**src/rtl/mult_div_if.sv**
```systemverilog
// Request/result bundle between the multicycle control unit and mult_div_unit.
interface mult_div_if #(
  parameter int WIDTH = 32
);
  // Handshake: the master holds start high for one clock with op/a/b valid;
  // the request is taken on that rising edge only when the unit is idle or
  // in its done cycle (busy low). Results in hi/lo, together with div_zero,
  // are valid from the cycle where done pulses and hold until the next
  // completion. done is a single-cycle pulse and needs no acknowledge.
  logic             start;
  logic             op;
  logic [WIDTH-1:0] a;
  logic [WIDTH-1:0] b;
  logic             busy;
  logic             done;
  logic             div_zero;
  logic [WIDTH-1:0] hi;
  logic [WIDTH-1:0] lo;

  modport master (
    output start, op, a, b,
    input  busy, done, div_zero, hi, lo
  );

  modport slave (
    input  start, op, a, b,
    output busy, done, div_zero, hi, lo
  );
endinterface

```
**src/rtl/mult_div_unit.sv**
```systemverilog
// Sequential signed multiply (radix-2 Booth) / divide (restoring) unit.
// Results land atomically in hi/lo: product high/low for mult,
// remainder/quotient for div.
module mult_div_unit #(
  parameter int WIDTH = 32
) (
  input  logic       clk,
  input  logic       reset,
  mult_div_if.slave  md,
  output logic [2:0] o_dbg_state
);

  localparam int              CW   = $clog2(WIDTH);
  localparam logic [CW-1:0]   LAST = CW'(WIDTH - 1);

  typedef enum logic [2:0] {
    S_IDLE = 3'd0,
    S_MULT = 3'd1,
    S_DIV  = 3'd2,
    S_FIX  = 3'd3,
    S_DONE = 3'd4
  } state_t;

  state_t           r_state;
  state_t           w_next_state;
  logic             w_accept;

  // Shared work register: {acc, q, q-1}. For div, acc is the partial
  // remainder and q shifts the dividend out while the quotient shifts in.
  logic [WIDTH-1:0] r_acc;
  logic [WIDTH-1:0] r_q;
  logic             r_qm1;
  logic [WIDTH-1:0] r_m;
  logic [CW-1:0]    r_cnt;
  logic             r_a_neg;
  logic             r_b_neg;

  logic [WIDTH-1:0] r_hi;
  logic [WIDTH-1:0] r_lo;
  logic             r_div_zero;
  logic             r_busy;
  logic             r_done;

  logic [WIDTH-1:0] w_abs_a;
  logic [WIDTH-1:0] w_abs_b;
  logic [WIDTH:0]   w_acc_ext;
  logic [WIDTH:0]   w_m_ext;
  logic [WIDTH:0]   w_booth_sum;
  logic [WIDTH:0]   w_div_shift;
  logic [WIDTH:0]   w_div_diff;
  logic             w_div_fits;
  logic [WIDTH-1:0] w_div_rem;
  logic [WIDTH-1:0] w_div_quo;
  logic [WIDTH-1:0] w_quo_signed;
  logic [WIDTH-1:0] w_rem_signed;

  // Magnitudes: -2^(W-1) maps to 2^(W-1), which still fits unsigned.
  assign w_abs_a = md.a[WIDTH-1] ? -md.a : md.a;
  assign w_abs_b = md.b[WIDTH-1] ? -md.b : md.b;

  // Booth step: the sum is one bit wider than acc so that subtracting the
  // most negative multiplicand cannot overflow before the arithmetic shift.
  always_comb begin
    w_acc_ext   = {r_acc[WIDTH-1], r_acc};
    w_m_ext     = {r_m[WIDTH-1], r_m};
    w_booth_sum = w_acc_ext;
    case ({r_q[0], r_qm1})
      2'b01:   w_booth_sum = w_acc_ext + w_m_ext;
      2'b10:   w_booth_sum = w_acc_ext - w_m_ext;
      default: w_booth_sum = w_acc_ext;
    endcase
  end

  // Restoring step: the remainder stays below |b| <= 2^(W-1), so the shifted
  // value fits in W bits and the top bit of the difference is the borrow.
  assign w_div_shift  = {r_acc, r_q[WIDTH-1]};
  assign w_div_diff   = w_div_shift - {1'b0, r_m};
  assign w_div_fits   = ~w_div_diff[WIDTH];
  assign w_div_rem    = w_div_fits ? w_div_diff[WIDTH-1:0] : w_div_shift[WIDTH-1:0];
  assign w_div_quo    = {r_q[WIDTH-2:0], w_div_fits};

  // Sign fix-up: quotient truncates toward zero, remainder follows the dividend.
  assign w_quo_signed = (r_a_neg ^ r_b_neg) ? -r_q : r_q;
  assign w_rem_signed = r_a_neg ? -r_acc : r_acc;

  // Next-state logic; a new request is taken only in IDLE or DONE.
  always_comb begin
    w_next_state = r_state;
    w_accept     = 1'b0;
    case (r_state)
      S_IDLE, S_DONE: begin
        w_next_state = S_IDLE;
        if (md.start) begin
          w_accept = 1'b1;
          if (!md.op)             w_next_state = S_MULT;
          else if (md.b == '0)    w_next_state = S_DONE;
          else                    w_next_state = S_DIV;
        end
      end
      S_MULT:  if (r_cnt == LAST) w_next_state = S_DONE;
      S_DIV:   if (r_cnt == LAST) w_next_state = S_FIX;
      S_FIX:   w_next_state = S_DONE;
      default: w_next_state = S_IDLE;
    endcase
  end

  // State register.
  always_ff @(posedge clk or posedge reset) begin
    if (reset) r_state <= S_IDLE;
    else       r_state <= w_next_state;
  end

  // Registered busy/done decoded from the upcoming state.
  always_ff @(posedge clk or posedge reset) begin
    if (reset) begin
      r_busy <= 1'b0;
      r_done <= 1'b0;
    end else begin
      r_busy <= (w_next_state == S_MULT) || (w_next_state == S_DIV) ||
                (w_next_state == S_FIX);
      r_done <= (w_next_state == S_DONE);
    end
  end

  // Datapath: operand capture, per-cycle iteration and result write-back.
  always_ff @(posedge clk or posedge reset) begin
    if (reset) begin
      r_acc      <= '0;
      r_q        <= '0;
      r_qm1      <= 1'b0;
      r_m        <= '0;
      r_cnt      <= '0;
      r_a_neg    <= 1'b0;
      r_b_neg    <= 1'b0;
      r_hi       <= '0;
      r_lo       <= '0;
      r_div_zero <= 1'b0;
    end else begin
      case (r_state)
        S_IDLE, S_DONE: begin
          if (w_accept) begin
            r_cnt      <= '0;
            r_acc      <= '0;
            r_qm1      <= 1'b0;
            r_a_neg    <= md.a[WIDTH-1];
            r_b_neg    <= md.b[WIDTH-1];
            r_div_zero <= md.op && (md.b == '0);
            if (!md.op) begin
              r_m <= md.a;
              r_q <= md.b;
            end else begin
              r_m <= w_abs_b;
              r_q <= w_abs_a;
            end
          end
        end
        S_MULT: begin
          r_acc <= w_booth_sum[WIDTH:1];
          r_q   <= {w_booth_sum[0], r_q[WIDTH-1:1]};
          r_qm1 <= r_q[0];
          r_cnt <= r_cnt + CW'(1);
          if (r_cnt == LAST) begin
            r_hi <= w_booth_sum[WIDTH:1];
            r_lo <= {w_booth_sum[0], r_q[WIDTH-1:1]};
          end
        end
        S_DIV: begin
          r_acc <= w_div_rem;
          r_q   <= w_div_quo;
          r_cnt <= r_cnt + CW'(1);
        end
        S_FIX: begin
          r_hi <= w_rem_signed;
          r_lo <= w_quo_signed;
        end
        default: ;
      endcase
    end
  end

  assign md.busy     = r_busy;
  assign md.done     = r_done;
  assign md.div_zero = r_div_zero;
  assign md.hi       = r_hi;
  assign md.lo       = r_lo;
  assign o_dbg_state = r_state;

endmodule

```
**src/flat_wrapper.sv**
```systemverilog
// flat-port wrapper written by rule: the top's interface ports become plain ports
module mult_div_unit_flat 
#(
  parameter int WIDTH = 32
)
  (clk, reset, o_dbg_state, md_start, md_op, md_a, md_b, md_busy, md_done, md_div_zero, md_hi, md_lo);
  mult_div_if #(.WIDTH(WIDTH)) md_i ();
  input  logic clk;
  input  logic reset;
  output logic [2:0] o_dbg_state;
  input wire logic [$bits(md_i.start)-1:0] md_start;
  input wire logic [$bits(md_i.op)-1:0] md_op;
  input wire logic [$bits(md_i.a)-1:0] md_a;
  input wire logic [$bits(md_i.b)-1:0] md_b;
  output wire logic [$bits(md_i.busy)-1:0] md_busy;
  output wire logic [$bits(md_i.done)-1:0] md_done;
  output wire logic [$bits(md_i.div_zero)-1:0] md_div_zero;
  output wire logic [$bits(md_i.hi)-1:0] md_hi;
  output wire logic [$bits(md_i.lo)-1:0] md_lo;
  assign md_i.start = md_start;
  assign md_i.op = md_op;
  assign md_i.a = md_a;
  assign md_i.b = md_b;
  assign md_busy = md_i.busy;
  assign md_done = md_i.done;
  assign md_div_zero = md_i.div_zero;
  assign md_hi = md_i.hi;
  assign md_lo = md_i.lo;
  mult_div_unit #(.WIDTH(WIDTH)) u_core (.clk(clk), .reset(reset), .md(md_i), .o_dbg_state(o_dbg_state));
endmodule
```
**config.mk**
```make
export PLATFORM = sky130hd
export DESIGN_NAME = mult_div_unit_flat
export DESIGN_NICKNAME = d
export VERILOG_FILES = /design/src/rtl/mult_div_if.sv /design/src/rtl/mult_div_unit.sv /design/src/flat_wrapper.sv
export SDC_FILE = /design/constraint.sdc
export NUM_CORES = 1
export LEC_CHECK = 0
export CAP_MARGIN = 30
export CORE_MARGIN = 4
export CORE_UTILIZATION = 60
export CTS_CLUSTER_SIZE = 20
export DETAILED_ROUTE_END_ITERATION = 10
export PLACE_DENSITY = 0.83
export SKIP_LAST_GASP = 1
export SLEW_MARGIN = 10
export SYNTH_ARGS = -nofsm -noshare
export SYNTH_HDL_FRONTEND = slang
export SYNTH_SLANG_ARGS = --single-unit
```
**constraint.sdc**
```tcl
create_clock -name clk -period 8.3 [get_ports clk]
set_clock_uncertainty 0.15 [all_clocks]
set_input_delay 2.49 -clock clk [delete_from_list [all_inputs] [get_ports clk]]
set_output_delay 2.49 -clock clk [all_outputs]
set_load 0.01 [all_outputs]
```
## Word level (Yosys, flattened, before mapping)

Cells that the tools add are included.

- Output and inout bits: 70
- Word-level logic and storage cells: 80
- Register bits: 174

- $add $sub $neg: 8
- Reductions and logical operators: 16
- Multiplexer cells: 28
- Equal/unequal tests: 13
- Bitwise logic cells: 2

Operators by type and width:

| cell | count |
|---|---|
| $mux 32 | 11 |
| $pmux 32 s3 | 2 |
| $neg 32->32 | 4 |
| $pmux 32 s2 | 2 |
| $pmux 33 s2 | 1 |
| $add 32x32->33 | 1 |
| $sub 32x32->33 | 1 |
| $sub 33x32->33 | 1 |
| $logic_not 32->1 | 1 |
| $mux 3 | 5 |
| $eq 3x2->1 const B | 4 |
| $pmux 3 s4 | 1 |
| $pmux 5 s2 | 1 |
| $reduce_and 2->1 | 5 |
| $eq 3x1->1 const B | 2 |
| $eq 3x3->1 const B | 2 |
| $reduce_bool 2->1 | 3 |
| $add 5x1->5 const B | 1 |
| $eq 5x5->1 const B | 1 |
| $mux 5 | 1 |
| $ne 2x1->1 const B | 2 |
| $reduce_or 2->1 | 2 |
| $logic_not 3->1 | 1 |
| $mux 1 | 3 |
| other kinds (8) | 9 |

## Longest topological paths before layout

Gate-level depths: netlist of the first run.

- Depth in word-level cells: 8
- Mapped depth: 18

## Least setup slack after synthesis of the first run

No wires, ideal clock.

- Path type: input-to-reg
- From: input md_b[0]
- To: register u_core.r_m[30]
- Stages: 11
- Data required time: 8.076 ns
- Setup slack: 3.015 ns
- Setup time: 0.074 ns
- Data arrival time: 5.061 ns
- Cell sequence: inv_1 > ha_1 > or4b_1 > or3_4 > or3_4 > or2_4 > nand2b_4 > o41ai_2 > xor2_1 > a211o_2 > o21ai_2

- Longest elaborated chain between the ends: 3

RTL lines:

| what | line | text |
|---|---|---|
| start, declared | flat_wrapper.sv:14 | `input wire logic [$bits(md_i.b)-1:0] md_b;` |
| $neg 32->32 | mult_div_unit.sv:59 | `assign w_abs_b = md.b[WIDTH-1] ? -md.b : md.b;` |
| $mux 32 | mult_div_unit.sv:59 |  |
| $mux 32 | mult_div_unit.sv:148 | `if (!md.op) begin` |
| end signal, assigned | mult_div_unit.sv:149 | `r_m <= md.a;` |
| end signal, assigned | mult_div_unit.sv:152 | `r_m <= w_abs_b;` |
| end, declared | mult_div_unit.sv:33 | `logic [WIDTH-1:0] r_m;` |

Every way passes these cells.
A chain may end at the register's enable or synchronous reset.

## Final worst setup path of the first run

- From: input md_b[0]
- To: register u_core.r_busy (netlist: u_core.md.busy)

- Longest elaborated chain between the ends: 8

RTL lines:

| what | line | text |
|---|---|---|
| $logic_not 32->1 (*) | mult_div_unit.sv:96 | `else if (md.b == '0) w_next_state = S_DONE;` |
| $mux 3 (*) | mult_div_unit.sv:96 |  |
| $mux 3 (*) | mult_div_unit.sv:95 | `if (!md.op) w_next_state = S_MULT;` |
| $mux 3 (*) | mult_div_unit.sv:93 | `if (md.start) begin` |
| $pmux 3 s4 (*) | mult_div_unit.sv:90 | `case (r_state)` |
| named net u_core.w_next_state[1] | mult_div_unit.sv:25 | `state_t w_next_state;` |
| $eq 3x1->1 / $eq 3x2->1 (equally long branches) | mult_div_unit.sv:119 | `r_busy <= (w_next_state == S_MULT) \|\| (w_next_state == S_DIV) \|\|` |
| $logic_or 1x1->1 | mult_div_unit.sv:119 |  |
| $logic_or 1x1->1 (*) | mult_div_unit.sv:119 |  |
| end signal, assigned | mult_div_unit.sv:119 |  |
| end, declared | mult_div_unit.sv:41 | `logic r_busy;` |

Mark *: on every way through the listed nets, which the timed path passes. The rest lies on a longest branch.

==> impl_metrics.toml, run 1 <==
[logic_synthesis]
mappedNetlistNets = 2162
yosysTopAreaCell = "dfrtp_1"
syn_area_per_cell_sq_um = 7.703
yosysTopAreaCellShare_pct = 27.98
synth-edff-count = 0
share_of_flip_flops_with_an_asynchronous_set_or_reset_pct = 100.0
total_standard_cell_area_after_synthesis_sq_um = 15560
yosysWarningCount = 0
synth_cell_types = 82
synth.yosys.seq_area_share_pct = 27.98
syn_inst = 2020
ys_top_cells_by_area = "dfrtp_1 (28%), o21ai_0 (6.5%), ha_1 (5.8%)"
primary_flip_flop_cell_chosen_by_synthesis_mapping = "dfrtp_1"
postSynthRegisterBits = 174

[die]
die_w_microns = 169.0
die_height_microns = 169.0
coreArea_sq_um = 25330
die_area_sq_um = 28570
initial_utilization_pct = 61.44
number_of_rows_created_at_floorplan = 58
pin_count = 138

[worst_setup_path]
critPathLaunchType = "input pin"
crit_path_max_fanout = 5
timing.critical_path.slowest_cell_delay_ns = 0.48
timing.rr.end = "u_core.md.hi[30]"
worst_path_cell_with_the_longest_stage_delay = "or4b_1"
regToRegStartpoint = "u_core.r_m[1]"
critical-path-top-cell-by-count = "or3_4"
required_ns = 8.48
critPathCaptureType = "flop"
crit_type = "input pin to flop"
worst-r2r-cell-count = 16
setup.reg_to_reg.worst_slack_ns = 3.16
cp_cell_sequence = "clkdlybuf4s50_1 -> inv_1 -> ha_1 -> or4b_1 -> or3_4 -> or3_4 -> or2_4 -> nand2b_4 -> nor3b_1 -> o21ai_0 -> or2_1"
arrival_time_reported_for_the_critical_path_endpoint_ns = 5.79

[layout]
antenna_cells = 0
drive_gt1_share_pct = 4.394
final_common_cell = "nand2_1"
area_growth_syn_to_layout_pct = 13.61
final_cells = 2401
final_net_count = 2200
layout_common_cells = "nand2_1 (235), o21ai_0 (201), nor2_1 (184)"

[sta]
setup_repair_after_global_routing_missed_its_margin = "no"
worstMarginPinSlew_ns = 1.005
achievable-frequency_mhz = 178.2
worst_slew_margin_rel_pct = 32.61
setup_violations = 0
whs_ns = 0.3394
post-route-period-util_pct = 67.59
fin_crit_ns = 5.610
finalHoldViolations = 0
totalNegativeSetupSlack_ns = 0
timing.final.max_slew_violations = 0

[clocking]
cts.path.max_buffers = 2
cts_buffers = 17
numClockSinks = 174
cts.root.buffer_cell = "clkbuf_16"
cts_h_tree_lvls = 4
post_cts_buffers = 0
cts-resized-gates = 0
postCtsHoldBufs = 0
path_clk_slew_ns = 0.08
clk_latency_ns = 0.45
tritoncts = "yes"

[routing]
detail-route-antenna-nets = 0
drtIter0Drc = 2477
post_drt_wl_per_cell_microns = 23.04
detail_route.wirelength_mm = 55.32
route.vias.total = 16390
drt_pre_antenna_iters = 7
drc_errors = 0
detail_route.vias_per_cell = 6.826

[global_routing]
grt_use_total_pct = 37.56
grt_overflow = 0
wire_length_of_the_first_global_routing_pass_mm = 84.95
antenna_violations_before_repair = 2
maximum_number_of_pins_on_one_net_before_global_route_repair = 102
via_count_of_the_first_global_routing_pass = 14930

[hold_path]
min_delay_path_depth = 1
min_to = "u_core.r_cnt[3]"
worst_hold_path_type = "flop to flop"
holdCritStartpoint = "u_core.r_cnt[3]"

[placement]
portBuffers = 137
hpwl_mm = 41.80
global_placer_s_final_weighted_congestion = 1.034
dp_cells = 2365

[outcome]
outcome = "complete, no violations"

[flow_run]
max_cap_viol_count = 0
==> stage by stage <==
stage / util [%] / cell area (sq um) / setup WS, ns
after CTS: 69.52 / 17610 / 2.750
after floorplan: - / 15560 / 0.9432
final: 69.80 / 17680 / 2.690
after global routing: 69.80 / 17680 / 2.570
after global placement: 66.93 / 16950 / 2.307
after detailed placement: 67.02 / 16970 / 2.288
==> metal layers <==
metal	wire, microns	up-vias	global-route usage [%]
met2	23160	1148	54.38
li1	-	7416	-
met3	7683	127	11.21
met4	1571	2	10.78
met5	13	-	0
met1	22890	7696	54.56
==> cell usage after synthesis (all sizes together), types with 10 or more instances <==
| master | number |
|---|---|
| nor3b | 11 |
| mux2i | 35 |
| o21ai | 204 |
| o41ai | 20 |
| buf | 17 |
| a31oi | 47 |
| nor3 | 31 |
| a211oi | 19 |
| nor4 | 21 |
| a21oi | 146 |
| xor2 | 101 |
| o211ai | 43 |
| and3 | 10 |
| dfrtp | 174 |
| clkbuf | 126 |
| xnor2 | 91 |
| o31ai | 36 |
| or4 | 17 |
| nand2 | 236 |
| o221ai | 12 |
| inv | 71 |
| nand3 | 34 |
| a22oi | 43 |
| ha | 72 |
| nor2 | 187 |
| nand2b | 21 |
| a21o | 18 |
| or3 | 21 |
| nand4 | 15 |
==> cell type report <==
cell class	instances	area, sq um
timing repair buffer	162	1604
tap	330	412.9
clock inverter	15	209.0
sequential	174	4354
inverter	71	271.5
clock buffer	17	425.4
multi-input combinational	1632	10400
fill	2076	7649
==> how the worst max path moves through the flow <==
stage,from,to,depth (start not counted)
after floorplan,reset,u_core.md.busy,1
after CTS,md_b[0],u_core.md.busy,11
final,md_b[0],u_core.md.busy,11
after global routing,md_a[4],u_core.r_q[21],10
after detailed placement,md_b[0],u_core.md.busy,11
after global placement,md_b[0],u_core.r_m[30],12
==> kinds of logic (layout without fill, tap and decap cells) <==
kind of cell	after synthesis	count (layout)	synth area share, %
compound gates	685	685	28.04
simple gates	643	643	19.36
buf+inv	214	265	5.299
xor+xnor	192	192	10.81
flops	174	174	27.98
fa+ha+maj	74	74	6.047
mux	38	38	2.469
==> flip-flops by register name (all words and copies together) (netlist names) <==
name                flops
u_core.o_dbg_state      3
u_core.r_b_neg          1
u_core.md.lo           32
u_core.r_cnt            5
u_core.r_q             32
u_core.md.busy          1
u_core.r_acc           32
u_core.r_m             32
u_core.r_qm1            1
u_core.md.hi           32
u_core.md.div_zero      1
u_core.md.done          1
u_core.r_a_neg          1
==> critical path, delay by kind of cell <==
family	cells	cell delay, ns
compound gates	1	0.19
simple gates	7	2.32
buf+inv	2	0.57
fa+ha+maj	1	0.21
Power of run 1 is left out: the tool's default activity adds up to more than one toggle a clock period on the data nets, which glitch-free logic cannot reach.
==> inputs of run 2 (changes only) <==
- clock period: 8.3 -> 5.6 ns (I/O delays scaled with it)
==> run 2 against run 1 <==
Net effect:
- non-clock buffer count grew 11
- global-route usage grew 0.11 points
- die area unchanged
- sequential share of layout area is 0.13 points lower
- largest cell class unchanged
==> impl_metrics.toml, run 2 (synthesized netlist as in run 1, its figures left out) <==
[global_routing]
grt_overflow = 0
maximum_number_of_pins_on_one_net_before_global_route_repair = 97
via_count_of_the_first_global_routing_pass = 15070
wire_length_of_the_first_global_routing_pass_mm = 85.67
grt_use_total_pct = 37.67
antenna_violations_before_repair = 0

[routing]
drt_pre_antenna_iters = 6
detail_route.vias_per_cell = 6.788
detail_route.wirelength_mm = 55.12
route.vias.total = 16370
post_drt_wl_per_cell_microns = 22.85
drc_errors = 0
drtIter0Drc = 2299
detail-route-antenna-nets = 0

[sta]
finalHoldViolations = 0
fin_crit_ns = 5.042
setup_violations = 0
post-route-period-util_pct = 90.04
worst_slew_margin_rel_pct = 30.66
achievable-frequency_mhz = 198.3
totalNegativeSetupSlack_ns = 0
worstMarginPinSlew_ns = 1.039
setup_repair_after_global_routing_missed_its_margin = "no"
timing.final.max_slew_violations = 0

[worst_setup_path]
arrival_time_reported_for_the_critical_path_endpoint_ns = 5.20
timing.critical_path.slowest_cell_delay_ns = 0.66
critical-path-top-cell-by-count = "o21ai_0"
worst_path_dominant_cell_family = "compound AO/OA/AOI/OAI gates"
worst_path_cell_with_the_longest_stage_delay = "nor2_2"
cp_cell_sequence = "inv_1 -> ha_1 -> inv_1 -> fa_1 -> a211oi_1 -> o21ai_0 -> o21ai_0 -> and3_1 -> nor3b_1 -> o31a_1 -> nor2_2 -> buf_4 -> mux2i_1 -> o21ai_0"
critPathLaunchType = "flop"
required_ns = 5.76
crit_path_max_fanout = 15
critPathCaptureType = "flop"
critPathBufInv = 3
crit_type = "flop to flop"

[placement]
hpwl_mm = 41.71
portBuffers = 137
global_placer_s_final_weighted_congestion = 0.9830

[layout]
layout.core_utilization_pct = 70.17
antenna_cells = 0
number_of_fillers_in_the_final_layout = 2069
area_growth_syn_to_layout_pct = 14.22
layout_common_cells = "nand2_1 (235), o21ai_0 (201), nor2_1 (184)"
final_common_cell = "nand2_1"
drive_gt1_share_pct = 4.851
final_net_count = 2211

[clocking]
cts-resized-gates = 0
post_cts_buffers = 0
cts.root.buffer_cell = "clkbuf_16"
clk_latency_ns = 0.45
cts.path.max_buffers = 2
numClockSinks = 174
tritoncts = "yes"
postCtsHoldBufs = 0
cts_buffers = 17
cts_h_tree_lvls = 4
path_clk_slew_ns = 0.08

[die]
die_area_sq_um = 28570
die_w_microns = 169.0
number_of_rows_created_at_floorplan = 58
initial_utilization_pct = 61.44
coreArea_sq_um = 25330
pin_count = 138
die_height_microns = 169.0

[flow_run]
max_cap_viol_count = 0

[hold_path]
worst_hold_path_type = "flop to flop"

[outcome]
outcome = "complete, no violations"
[run 2: cell count changes in the layout (fill, tap and decap cells not counted), sizes merged]
cell / change
bufinv: +1
buf: +11
clkinvlp: +2
inv: +1
clkinv: -4
[run 2: worst paths after layout]
check                      cells after the start  slack, ns             from                to
setup / recovery                              14       0.56   u_core.r_q[31]  u_core.r_acc[15]
min in group asynchronous                      2       1.36            reset   u_core.md.lo[9]
hold reg to reg                                1       0.34  u_core.r_cnt[3]   u_core.r_cnt[3]
setup reg to reg                              14       0.56   u_core.r_q[31]  u_core.r_acc[15]
max in group asynchronous                      4       3.05            reset   u_core.r_acc[6]
hold / removal                                 1       0.34  u_core.r_cnt[3]   u_core.r_cnt[3]
[run 2: stage by stage]
step	hold WS (ns)	setup slack, ns	cell area [sq um]	instances
2_1_floorplan	0.2929	1.125	15560	2020
3_3_place_gp	0.3210	0.4534	17050	2374
3_5_place_dp	0.3275	0.4250	17100	2377
4_1_cts	0.3442	0.7999	17730	2409
5_1_grt	0.3811	0.4030	17770	2412
6_report	0.3379	0.5577	17770	2412
[run 2: layout make-up]
class / count / area (sq um) / share of cell area [%]
clock buffer: 17 / 425.4 / 2.394
clock inverter: 15 / 209.0 / 1.176
inverter: 71 / 270.3 / 1.521
multi-input combinational: 1632 / 10400 / 58.50
sequential: 174 / 4354 / 24.50
tap: 330 / 412.9 / 2.323
timing repair buffer: 173 / 1704 / 9.589
[run 2: routing by layer]
layer / vias up / GRT usage [%] / wire length [microns]
met1: 7712 / 56.51 / 23220
met2: 1074 / 54.93 / 23090
li1: 7444 / - / -
met4: 0 / 11.06 / 1835
met3: 143 / 7.707 / 6980
met5: - / 0 / 0
[run 2: worst reg2reg max path, stage by stage (launching register included)]
cell and delay (ns):
dfrtp_1 0.54, inv_1 0.18, ha_1 0.20, inv_1 0.06
fa_1 0.42, a211oi_1 0.24, o21ai_0 0.25, o21ai_0 0.49
and3_1 0.34, nor3b_1 0.13, o31a_1 0.44, nor2_2 0.66
buf_4 0.40, mux2i_1 0.29, o21ai_0 0.12
Power of run 2 is left out for the same reason.
